### config.mk
export PLATFORM = sky130hd
export DESIGN_NAME = swg_buffer_writer
export DESIGN_NICKNAME = d
export VERILOG_FILES = /design/src/rtl/swg_buffer_writer.sv
export SDC_FILE = /design/constraint.sdc
export NUM_CORES = 1
export LEC_CHECK = 0
export CORE_UTILIZATION = 48
export DETAILED_ROUTE_END_ITERATION = 10
export GPL_TIMING_DRIVEN = 0
export PLACE_DENSITY = 0.87
export SYNTH_ARGS = -nofsm -noshare
export SYNTH_HDL_FRONTEND = slang
export SYNTH_SLANG_ARGS = --single-unit
### constraint.sdc
create_clock -name clk -period 3.56 [get_ports clk]
set_input_delay 0.356 -clock clk [delete_from_list [all_inputs] [get_ports clk]]
set_output_delay 0.356 -clock clk [all_outputs]
set_load 0.01 [all_outputs]
### src/rtl/swg_buffer_writer.sv
// Write-side front end of the sliding window generator cyclic buffer.
// Accepts the input stream, addresses the buffer, tracks occupancy and gates the reader per image.
module swg_buffer_writer #(
  parameter int WIDTH     = 8,
  parameter int DEPTH     = 16,
  parameter int IMG_ELEMS = 64,
  parameter int PREFILL   = 9
) (
  input  logic                       clk,
  input  logic                       rst_n,
  input  logic                       in_valid,
  output logic                       in_ready,
  input  logic [WIDTH-1:0]           in_data,
  output logic                       write_enable,
  output logic [$clog2(DEPTH)-1:0]   write_addr,
  output logic [WIDTH-1:0]           data_out,
  input  logic                       rd_free,
  output logic                       read_start,
  output logic [$clog2(DEPTH+1)-1:0] fill_level,
  output logic                       image_done,
  output logic                       err_underflow
);

  localparam int AW = $clog2(DEPTH);
  localparam int FW = $clog2(DEPTH + 1);
  localparam int CW = $clog2(IMG_ELEMS + 1);

  localparam logic [AW-1:0] WP_LAST     = AW'(DEPTH - 1);
  localparam logic [FW-1:0] FILL_MAX    = FW'(DEPTH);
  localparam logic [FW-1:0] PREFILL_LVL = FW'(PREFILL);
  localparam logic [CW-1:0] CNT_LAST    = CW'(IMG_ELEMS);

  typedef enum logic [1:0] {
    FILL  = 2'd0,
    RUN   = 2'd1,
    DRAIN = 2'd2
  } state_t;

  state_t        state;
  logic [AW-1:0] wp;
  logic [CW-1:0] wcnt;

  logic          accept;
  logic          release_slot;
  logic          last_elem;
  logic [FW-1:0] fill_nxt;
  logic [CW-1:0] wcnt_nxt;

  // Reset is folded into ready so nothing is accepted while rst_n is low.
  assign in_ready     = rst_n && (fill_level < FILL_MAX) && (state != DRAIN);
  assign accept       = in_valid && in_ready;
  assign release_slot = rd_free && (fill_level != '0);

  assign write_enable = accept;
  assign write_addr   = wp;
  assign data_out     = in_data;

  always_comb begin
    fill_nxt = fill_level;
    if (accept && !release_slot) begin
      fill_nxt = fill_level + 1'b1;
    end else if (!accept && release_slot) begin
      fill_nxt = fill_level - 1'b1;
    end
  end

  assign wcnt_nxt  = accept ? wcnt + 1'b1 : wcnt;
  assign last_elem = accept && (wcnt_nxt == CNT_LAST);

  always_ff @(posedge clk) begin
    if (!rst_n) begin
      state         <= FILL;
      wp            <= '0;
      wcnt          <= '0;
      fill_level    <= '0;
      read_start    <= 1'b0;
      image_done    <= 1'b0;
      err_underflow <= 1'b0;
    end else begin
      image_done <= 1'b0;
      fill_level <= fill_nxt;
      if (rd_free && (fill_level == '0)) begin
        err_underflow <= 1'b1;
      end
      if (accept) begin
        wp   <= (wp == WP_LAST) ? '0 : wp + 1'b1;
        wcnt <= wcnt_nxt;
      end

      case (state)
        FILL: begin
          // A short image may finish before PREFILL is reached; the reader must still run it out.
          if (last_elem) begin
            state      <= DRAIN;
            read_start <= 1'b1;
          end else if (fill_nxt >= PREFILL_LVL) begin
            state      <= RUN;
            read_start <= 1'b1;
          end
        end
        RUN: begin
          read_start <= 1'b1;
          if (last_elem) begin
            state <= DRAIN;
          end
        end
        DRAIN: begin
          if (fill_nxt == '0) begin
            state      <= FILL;
            read_start <= 1'b0;
            image_done <= 1'b1;
            wp         <= '0;
            wcnt       <= '0;
          end
        end
        default: begin
          state      <= FILL;
          read_start <= 1'b0;
        end
      endcase
    end
  end

endmodule
# After elaboration in Yosys (flattened, before gate mapping)
# Index checks and enable logic that the tools add are counted.
[totals]
output_inout_bits = 22
input_bits = 12
ff_bits = 21
elab_cells = 58
[op_classes]
reduce_logical = 17
eq_ne = 8
mux = 20
order_cmp = 2
add_sub_neg = 4
[op_table]
columns = ["operator", "count"]
rows = [
  ["$mux W7", 4],
  ["$mux W4", 4],
  ["$logic_not A5 Y1", 2],
  ["$mux W5", 2],
  ["$logic_and A1 B1 Y1", 8],
  ["$mux W2", 4],
  ["$add A7 B1 Y7 const B", 1],
  ["$eq A7 B7 Y1 const B", 1],
  ["$ne A2 B2 Y1 const B", 3],
  ["$pmux W2 S3", 1],
  ["$add A5 B1 Y5 const B", 1],
  ["$ge A5 B4 Y1 const B", 1],
  ["$lt A5 B5 Y1 const B", 1],
  ["$reduce_bool A5 Y1", 1],
  ["$sub A5 B1 Y5 const B", 1],
  ["$add A4 B1 Y4 const B", 1],
  ["$eq A4 B4 Y1 const B", 1],
  ["$mux W1", 4],
  ["$reduce_and A2 Y1", 2],
  ["$ne A3 B3 Y1 const B", 1],
  ["$pmux W1 S3", 1],
  ["$reduce_and A3 Y1", 1],
  ["$eq A2 B1 Y1 const B", 1],
  ["$eq A2 B2 Y1 const B", 1],
  ["2 further kinds", 3],
]

# Depth between registers and ports, before layout
# Gate-level depths: netlist of the first run.
[logic_depth]
depth_word = 12
ltp_mapped = 10
mapped_depth_nobuf = 9

# Worst setup path after synthesis of the first run
# OpenSTA, ideal clock, no wires.
[synth_path]
kind = "reg2reg"
start = "register fill_level[0]"
end = "register wcnt[0]"
setup_slack_ns = 0.782
t_arrival_ns = 2.662
n_path_buf = 1
required_ns = 3.444
setup_time_ns = 0.116
path_stages_with_launch = 11
path_cell_list = "dfxtp_1 > inv_1 > ha_1 > or4b_4 > a2111oi_4 > a22oi_1 > xor2_1 > nand2_4 > o41ai_2 > buf_6 > nor2_2"
[synth_via]
elab_chain_cells = 11
[synth_rtl]
columns = ["item", "line", "text"]
rows = [
  ["start: declaration", "19", "output logic [$clog2(DEPTH+1)-1:0] fill_level,"],
  ["start signal: assignment", "81", "fill_level <= fill_nxt;"],
  ["$lt A5 B5 Y1", "50", "assign in_ready = rst_n && (fill_level < FILL_MAX) && (state != DRAIN);"],
  ["$logic_and A1 B1 Y1 (2 in a row)", "50", ""],
  ["$logic_and A1 B1 Y1", "51", "assign accept = in_valid && in_ready;"],
  ["$logic_not A1 Y1", "62", "end else if (!accept && release_slot) begin"],
  ["$logic_and A1 B1 Y1", "62", ""],
  ["$mux W5", "62", ""],
  ["$mux W5", "60", "if (accept && !release_slot) begin"],
  ["$logic_not A5 Y1", "108", "if (fill_nxt == '0) begin"],
  ["$mux W7", "108", ""],
  ["$mux W7 *", "90", "case (state)"],
  ["end signal: assignment", "87", "wcnt <= wcnt_nxt;"],
  ["end: declaration", "41", "logic [CW-1:0] wcnt;"],
]
# Every way passes the cells marked *; elsewhere a longest branch is shown, timed or not.
# A chain may end at the register's enable or synchronous reset.

# Final worst setup path of the first run
# Ends and elaborated chain as after synthesis.

==> metrics.csv, run 1 <==
stage,metric,value,unit
cts,cts_tree,yes,
setup_path,crit_path_start_kind,register,
cts,cts.htree.levels,1,
synthesis,yosysSeqAreaShare,32.6,%
route,wire_per_inst,13.3,um
timing,period_minus_slack,3.06,ns
cts,cts_root_buf,clkbuf_4,
placement,hpwl,2050,um
timing,tightestPinTransition,0.535,ns
timing,fin_hold_ws,0.516,ns
final_layout,nets,186,
final_layout,utilization,64.2,%
timing,slew_headroom,64.3,%
timing,final-setup-viol-count,0,
cts,post-cts-setup-buffers,0,
route,vias,1150,
synthesis,synth-main-ff-cell,dfxtp_1,
hold_path,hp-class,reg2reg,
synthesis,synth_top_area_share,32.6,%
synthesis,post-synth-top-count-cell,dfxtp_1,
die,die_area,2900,sq um
global_routing,grt_pass1_vias,1047,
cts,cts_resized,0,
route,antenna_left,0,
power,powerDensity,542,nW/um^2
final_layout,finish.instance_area,1610,sq um
flow_run,maxCapViolations,0,
timing,fmax,0.326,GHz
cts,holdBufCountCts,0,
timing,setup_slack,0.495,ns
power,p_total,869,uW
placement,place.gp.congestion,0.841,
timing,timing.final.crit_share,86.1,%
final_layout,drive_gt1_share,21.3,%
setup_path,path_max_fanout,10,
setup_path,required,3.77,ns
synthesis,yosys-top-cells-count,"dfxtp_1 (21), nand2_1 (12), nor2_2 (10)",
timing,fin_tns_setup,0,ns
die,start_util,51.6,%
die,dieWidth,53.8,um
synthesis,synth_top_area_cell,dfxtp_1,
synthesis,yosysWarnings,0,
setup_path,r2r_slack,0.50,ns
die,io_pins,34,
synthesis,yosys-top-cells-area,"dfxtp_1 (33%), nor2_2 (4.8%), buf_4 (4.7%), ha_1 (3.9%), nand2_1 (3.5%)",
setup_path,endpoint_kind,register,
route,via_per_inst,5.78,
cts,insertion_delay,0.30,ns
timing,grt_setup_unrepaired,no,
synthesis,synth_seq_cells,21,
final_layout,stdcell_count,199,
setup_path,worst_ep_arrival_time,3.27,ns
synthesis,synthCells,140,
power,ir_drop,482,uV
die,fp.dieH,53.8,um
hold_path,hold_path_depth,2,
placement,dp.cells,195,
synthesis,synth-async-reset-ratio,0,%
global_routing,grt_overflow,0,
synthesis,synth.avg_cell_area,9.21,sq um
placement,placed_area,1580,sq um
power,leakagePower,0.601,nW
route,drt_first_pass_iters,4,
synthesis,synth_edf_count,0,
timing,slew_violations,0,
route,drc,0,
synthesis,synthDistinctLibCells,50,
setup_path,critPathKind,reg2reg,
global_routing,grt_pass1_wl,4380,um
die,core-area,2500,sq um
cts,cts.sinks,21,
route,wl,2660,um
placement,pre_cts_slack,0.528,ns
timing,fin_worst_skew,0.00539,ns
status,status,completed,
global_routing,grt_max_degree,13,
die,num_rows,18,
synthesis,netlist_area,1290,sq um
cts,clockBufferDepth,2,
cts,clkSlewWorstSetupHoldPaths,0.12,ns
timing,hold_viol_final,0,
synthesis,syn_nets,156,
global_routing,antenna_found_initial,0,
global_routing,grt_usage,20.7,%
placement,portBuffers,25,
setup_path,ff2ff_path_depth,10,
cts,cts_inserted_buffers,3,
final_layout,antenna-diode-count,0,
final_layout,area_delta_synth_final,24.4,%
route,drt_iter0_markers,18,
## cells in the final DEF, fill, tap and decap left out, types with 2 or more instances in the layout
cell type / synthesis / routed
nand4_1: 3 / 3
nand2b_1: 3 / 3
nor2_2: 10 / 10
buf_4: 8 / 8
dfxtp_1: 21 / 21
clkdlybuf4s50_1: 0 / 25
a211o_1: 2 / 2
nor2b_1: 3 / 3
o21ai_0: 2 / 2
nor3_1: 4 / 4
nor2_1: 4 / 4
buf_2: 3 / 3
nand3_1: 2 / 2
xnor2_1: 4 / 4
clkbuf_4: 0 / 3
inv_1: 4 / 4
and2_1: 2 / 2
or3_1: 2 / 2
a31oi_1: 2 / 2
mux2i_1: 3 / 3
o211ai_1: 2 / 2
a21oi_1: 5 / 5
nand2_1: 12 / 12
xor2_1: 5 / 5
ha_1: 4 / 4
nor4_1: 4 / 4
## worst paths after layout
| kind | from | endpoint |
|---|---|---|
| hold / removal | write_addr[3] | write_addr[3] |
| setup / recovery | fill_level[0] | wcnt[0] |
| hold reg to reg | write_addr[3] | write_addr[3] |
| setup reg to reg | fill_level[0] | wcnt[0] |
## where the power goes
part	switching [mW]	internal, mW	leakage [nW]
clock	0.0747	0.0418	0.0177
sequential	0.0527	0.272	0.171
combinational	0.211	0.217	0.412
total	0.339	0.530	0.601
## sequential cells by signal (all words and copies together), names as in the netlist
register and count:
fill_level 5, state 2, err_underflow 1, write_addr 4
wcnt 7, image_done 1, read_start 1
## cell type report
type | instances | area, sq um
Buffer | 13 | 90.1
Clock buffer | 3 | 22.5
Clock inverter | 1 | 5.00
Fill cell | 211 | 895
Inverter | 4 | 15.0
Multi-Input combinational cell | 102 | 764
Sequential cell | 21 | 420
Tap cell | 30 | 37.5
Timing Repair Buffer | 25 | 250
## cells by family (layout without fill, tap and decap cells)
family | count (synthesis) | in the layout | share of synthesized area [%]
adders and majority gates | 4 | 4 | 3.88
AOI/OAI and AO/OA | 26 | 26 | 18.4
buffers and inverters | 17 | 46 | 8.15
and+or+nand+nor | 60 | 60 | 28.5
DFF | 21 | 21 | 32.6
xor gates and xnor gates | 9 | 9 | 6.11
muxes | 3 | 3 | 2.33
## worst max-delay path, cell delays in order (launching register included)
cell and delay, ns:
dfxtp_1 0.40, inv_1 0.16, ha_1 0.24, or4b_4 0.51
a2111oi_4 0.41, a22oi_1 0.15, xor2_1 0.31, nand2_4 0.11
o41ai_2 0.40, buf_6 0.22, nor2_2 0.05
## per-layer routing
metal	track usage (%)	routed length [um]
met1	24.7	1190
met5	0	0
met4	4.82	13
met3	3.95	157
met2	37.7	1300
No activity file was read; power rests on OpenSTA's default activity.
==> inputs of run 2 (changes only) <==
--- a/config.mk
+++ b/config.mk
@@ -7,6 +7,7 @@
 export LEC_CHECK = 0
 export CORE_UTILIZATION = 48
 export DETAILED_ROUTE_END_ITERATION = 10
+export GPL_ROUTABILITY_DRIVEN = 0
 export GPL_TIMING_DRIVEN = 0
 export PLACE_DENSITY = 0.87
 export SYNTH_ARGS = -nofsm -noshare
==> run 2 against run 1 <==
  * Setup slack worse by 0.029 ns
  * Clock power barely moved
  * Largest cell class unchanged
  * Sequential share of layout area about the same
  * Cell area barely moved
  * Utilization is essentially flat
  * Sequential power hardly changed
  * Cell count stayed put
==> metrics.csv, run 2 (synthesis results as in run 1) <==
stage,metric,value,unit
status,status,completed,
timing,grt_setup_unrepaired,no,
global_routing,antenna_found_initial,0,
global_routing,use_met1,23.3,%
timing,fmax,0.323,GHz
final_layout,antenna-diode-count,0,
setup_path,crit_path_start_kind,register,
global_routing,busiest_layer,met2,
timing,tightestPinTransition,0.533,ns
global_routing,grt_pass1_wl,4380,um
setup_path,rr_startpoint,fill_level[0],
cts,cts.htree.levels,1,
cts,cts_tree,yes,
final_layout,mostFrequentLayoutCells,"clkdlybuf4s50_1 (25), dfxtp_1 (21), nand2_1 (12), nor2_2 (10), buf_4 (8)",
route,drt_first_pass_iters,4,
hold_path,hold_end,err_underflow,
setup_path,reg2reg_to,wcnt[5],
final_layout,utilization,64.2,%
die,start_util,51.6,%
power,ir_drop,512,uV
cts,cts_resized,0,
hold_path,hp-class,reg2reg,
power,p_total,871,uW
setup_path,worst_ep_arrival_time,3.29,ns
timing,timing.final.crit_share,86.9,%
final_layout,multi_input_area,764,sq um
timing,final-setup-viol-count,0,
die,core-area,2500,sq um
hold_path,min-delay-start,err_underflow,
die,num_rows,18,
route,wl,2690,um
cts,clockBufferDepth,2,
cts,post-cts-setup-buffers,0,
final_layout,area_delta_synth_final,24.3,%
setup_path,critPathKind,reg2reg,
cts,clkSlewWorstSetupHoldPaths,0.11,ns
route,vias,1158,
cts,insertion_delay,0.30,ns
timing,fin_tns_setup,0,ns
cts,holdBufCountCts,0,
route,drt_iter0_markers,32,
die,io_pins,34,
global_routing,grt_pass1_vias,1061,
die,dieWidth,53.8,um
setup_path,slowest_delay,0.51,ns
cts,cts_root_buf,clkbuf_4,
power,leakagePower,0.598,nW
hold_path,hold_path_depth,2,
final_layout,layout_commonest_cell,clkdlybuf4s50_1,
timing,slew_headroom,64.4,%
flow_run,maxCapViolations,0,
global_routing,met2_usage,36.2,%
route,drc,0,
placement,placed_area,1580,sq um
placement,portBuffers,25,
setup_path,path_max_fanout,10,
global_routing,met3_usage,4.24,%
setup_path,ff2ff_path_depth,10,
final_layout,largest_reg_flops,7,
global_routing,grt_overflow,0,
route,wire_per_inst,13.5,um
setup_path,cpMaxStageDelayCell,or4b_4,
timing,slew_violations,0,
setup_path,required,3.76,ns
cts,cts.sinks,21,
die,fp.dieH,53.8,um
final_layout,nets,186,
final_layout,regMostFlops,wcnt,
final_layout,drive_gt1_share,20.7,%
route,via_per_inst,5.82,
setup_path,r2r_slack,0.47,ns
final_layout,finish.instance_area,1600,sq um
final_layout,n_fill_cell,213,
route,antenna_left,0,
timing,period_minus_slack,3.09,ns
power,powerDensity,543,nW/um^2
global_routing,grt_usage,20.6,%
final_layout,seqCellArea,420,sq um
cts,cts_inserted_buffers,3,
placement,hpwl,2080,um
setup_path,path_cells,"inv_1, ha_1, or4b_4, a2111oi_4, a22oi_1, xor2_1, nand2_4, o41ai_2, buf_6, nor2_2",
timing,fin_worst_skew,0.00344,ns
die,die_area,2900,sq um
timing,hold_viol_final,0,
setup_path,endpoint_kind,register,
global_routing,grt_max_degree,12,
run 2: cell count changes in the layout (fill, tap and decap cells not counted):
| cell | delta |
|---|---|
| clkinv_2 | -1 |
| clkbuf_1 | +1 |
run 2: worst max-delay path: cells and delay by family (launching register included):
kind / cells / cell delay, ns
compound gates: 3 / 0.99
simple gates: 3 / 0.67
buf+inv: 2 / 0.39
fa+ha+maj: 1 / 0.26
xor+xnor: 1 / 0.29
flops: 1 / 0.40
run 2: stage by stage:
stage                     cells  hold slack (ns)  setup slack (ns)
after floorplan             140            0.508             0.782
after global placement      195            0.468             0.593
after detailed placement    195            0.486             0.536
after CTS                   199            0.516             0.499
after global routing        199            0.533             0.335
final                       199            0.511             0.466
run 2: worst max-delay path by stage:
| stage | startpoint | endpoint | slack [ns] | depth (start not counted) |
|---|---|---|---|---|
| after floorplan | fill_level[0] | wcnt[0] | 0.78 | 10 |
| after global placement | fill_level[0] | wcnt[6] | 0.59 | 10 |
| after detailed placement | fill_level[0] | wcnt[6] | 0.54 | 10 |
| after CTS | fill_level[0] | wcnt[6] | 0.50 | 10 |
| after global routing | fill_level[0] | wcnt[6] | 0.34 | 10 |
| final | fill_level[0] | wcnt[5] | 0.47 | 10 |
run 2: power by group:
part	switching [mW]	total (mW)	leakage (nW)	internal, mW
Sequential	0.0539	0.326	0.171	0.272
Combinational	0.216	0.433	0.412	0.217
Clock	0.0691	0.113	0.0150	0.0436
Total	0.339	0.871	0.598	0.533
run 2: area by class of cell:
type                    count  area share, %
plain buffers              13           5.62
clock buffers               4           1.64
inverters                   4          0.936
multi-input cells         102           47.7
flip-flops and latches     21           26.2
well taps                  30           2.34
repair buffers             25           15.6
run 2: routing by layer:
layer,up-vias,wire [um]
met5,-,0
met4,0,38
met3,6,168
met2,47,1320
met1,544,1160
li1,561,-
==> inputs of run 3 (changes only) <==
--- a/config.mk
+++ b/config.mk
@@ -5,11 +5,13 @@
 export SDC_FILE = /design/constraint.sdc
 export NUM_CORES = 1
 export LEC_CHECK = 0
-export CORE_UTILIZATION = 48
+export CORE_ASPECT_RATIO = 0.8
+export CORE_MARGIN = 2
+export CORE_UTILIZATION = 43
 export DETAILED_ROUTE_END_ITERATION = 10
 export GPL_ROUTABILITY_DRIVEN = 0
 export GPL_TIMING_DRIVEN = 0
-export PLACE_DENSITY = 0.87
+export PLACE_DENSITY = 0.83
 export SYNTH_ARGS = -nofsm -noshare
 export SYNTH_HDL_FRONTEND = slang
 export SYNTH_SLANG_ARGS = --single-unit
==> constraint.sdc (replaced) <==
create_clock -name clk -period 2.48 [get_ports clk]
set_input_delay 0.248 -clock clk [delete_from_list [all_inputs] [get_ports clk]]
set_output_delay 0.248 -clock clk [all_outputs]
set_load 0.01 [all_outputs]
==> run 3 against run 2 <==
  * The flow now finishes with violations (setup timing)
  * Cell area increased by 11%
  * Highest routed layer unchanged
  * Register-to-register slack worse by 0.56 ns
  * Sequential share of layout area decreased by 2.2 points
  * Power grew 77%
  * Fmax grew 20%
  * Combinational power increased by 95%
  * Wire length is 15% higher
  * Clock-buffer cell count down 1
  * Critical path type unchanged
  * Sequential power up 43%
  * Cell count rose by 9.5%
==> metrics.csv, run 3 (synthesis results as in run 1) <==
stage,metric,value,unit
status,status,"complete, but fails checks",
status,violations,setup timing,
route,via_per_inst,5.52,
setup_path,endpoint_kind,register,
setup_path,required,2.62,ns
route,drt_iter0_markers,33,
placement,placed_area,1620,sq um
route,drc,0,
final_layout,multi_input_area,808,sq um
die,dieWidth,65.2,um
global_routing,grt_pass1_wl,4940,um
power,leakagePower,0.671,nW
placement,hpwl,2090,um
final_layout,largest_reg_flops,7,
global_routing,antenna_found_initial,0,
route,drt_first_pass_iters,4,
timing,tightestPinTransition,0.596,ns
timing,fmax,0.389,GHz
final_layout,drive_gt1_share,31.1,%
timing,slew_headroom,60.1,%
final_layout,antenna-diode-count,0,
final_layout,area_delta_synth_final,38.0,%
timing,final-setup-viol-count,13,
timing,period_minus_slack,2.57,ns
timing,hold_viol_final,0,
final_layout,regMostFlops,wcnt,
setup_path,crit_path_start_kind,register,
cts,clkSlewWorstSetupHoldPaths,0.08,ns
global_routing,grt_max_degree,13,
final_layout,nets,197,
route,wire_per_inst,14.2,um
die,core-area,2810,sq um
timing,fin_hold_ws,0.494,ns
die,die_area,3460,sq um
die,fp.dieH,53.0,um
power,ir_drop,511,uV
route,wl,3110,um
route,antenna_left,0,
cts,cts_tree,yes,
die,num_rows,17,
cts,holdBufCountCts,0,
final_layout,mostFrequentLayoutCells,"clkdlybuf4s50_1 (25), dfxtp_1 (19), buf_4 (18), nand2_1 (12), nor2_2 (9)",
route,vias,1203,
power,p_total,1.54,mW
setup_path,path_max_fanout,4,
timing,timing.final.crit_share,104,%
timing,fin_tns_setup,-0.979,ns
cts,clockBufferDepth,2,
global_routing,grt_overflow,0,
hold_path,hp-class,reg2reg,
power,powerDensity,865,nW/um^2
timing,setup_slack,-0.0937,ns
die,io_pins,34,
cts,cts.htree.levels,1,
cts,cts.sinks,21,
timing,grt_setup_unrepaired,yes,
final_layout,finish.instance_area,1780,sq um
cts,cts_inserted_buffers,3,
cts,cts_root_buf,clkbuf_8,
flow_run,maxCapViolations,0,
setup_path,worst_ep_arrival_time,2.72,ns
setup_path,critPathKind,reg2reg,
placement,pre_cts_slack,-0.217,ns
final_layout,n_fill_cell,223,
placement,portBuffers,25,
die,start_util,45.9,%
global_routing,grt_pass1_vias,1131,
timing,fin_worst_skew,0.00347,ns
global_routing,grt_usage,18.7,%
cts,insertion_delay,0.26,ns
timing,slew_violations,0,
final_layout,seqCellArea,428,sq um
final_layout,layout_commonest_cell,clkdlybuf4s50_1,
==> run 3: path summary, 6_finish.rpt <==
path / start / to / slack, ns / depth (start not counted)
max reg2reg: fill_level[1] / state[0] / -0.09 / 11
max: fill_level[1] / state[0] / -0.09 / 11
min: err_underflow / err_underflow / 0.49 / 2
min reg2reg: err_underflow / err_underflow / 0.49 / 2
==> run 3: routing by layer <==
metal	global-route usage, %	part of all wire [%]	routed length [um]	vias to the layer above
met3	4.68	6.7	209	8
met1	21.5	43	1330	558
met2	33.2	48	1500	51
met4	7.99	2.2	68	0
li1	-	-	-	586
met5	0	0	0	-
==> run 3: through the flow <==
stage | util [%] | instances
floorplan | - | 140
global placement | 57.7 | 203
detailed placement | 57.7 | 203
CTS | 62.1 | 216
global route | 63.4 | 218
finish | 63.4 | 218
==> run 3: repair_timing <==
action | 4_1_cts | 5_1_grt
setup buffers | 8 | 2
pin swaps | 5 | 4
gates cloned | 1 | 0
gates resized for setup | 4 | 7
setup endpoints to repair | 15 | 16
==> run 3: layout make-up <==
cell class                 instances  area share (%)
buffer                            13            5.27
clock buffer                       3            2.32
clock inverter                     1           0.281
inverter                           4            1.12
multi-input combinational        102            45.4
sequential                        21            24.0
tap                               38            2.67
timing repair buffer              36            18.9
==> run 3: power breakdown <==
part	internal (mW)	switching (mW)
Combinational	0.450	0.396
Clock	0.112	0.115
Sequential	0.399	0.0687
==> run 3: critical path: stages, from the launching register on <==
cell and delay (ns):
dfxtp_4 0.37, inv_4 0.06, ha_4 0.12, or4b_4 0.48, a2111oi_4 0.37, a22oi_2 0.15, xor2_1 0.17, buf_4 0.14
nand2_4 0.05, buf_4 0.16, a211oi_1 0.29, nor3b_1 0.09
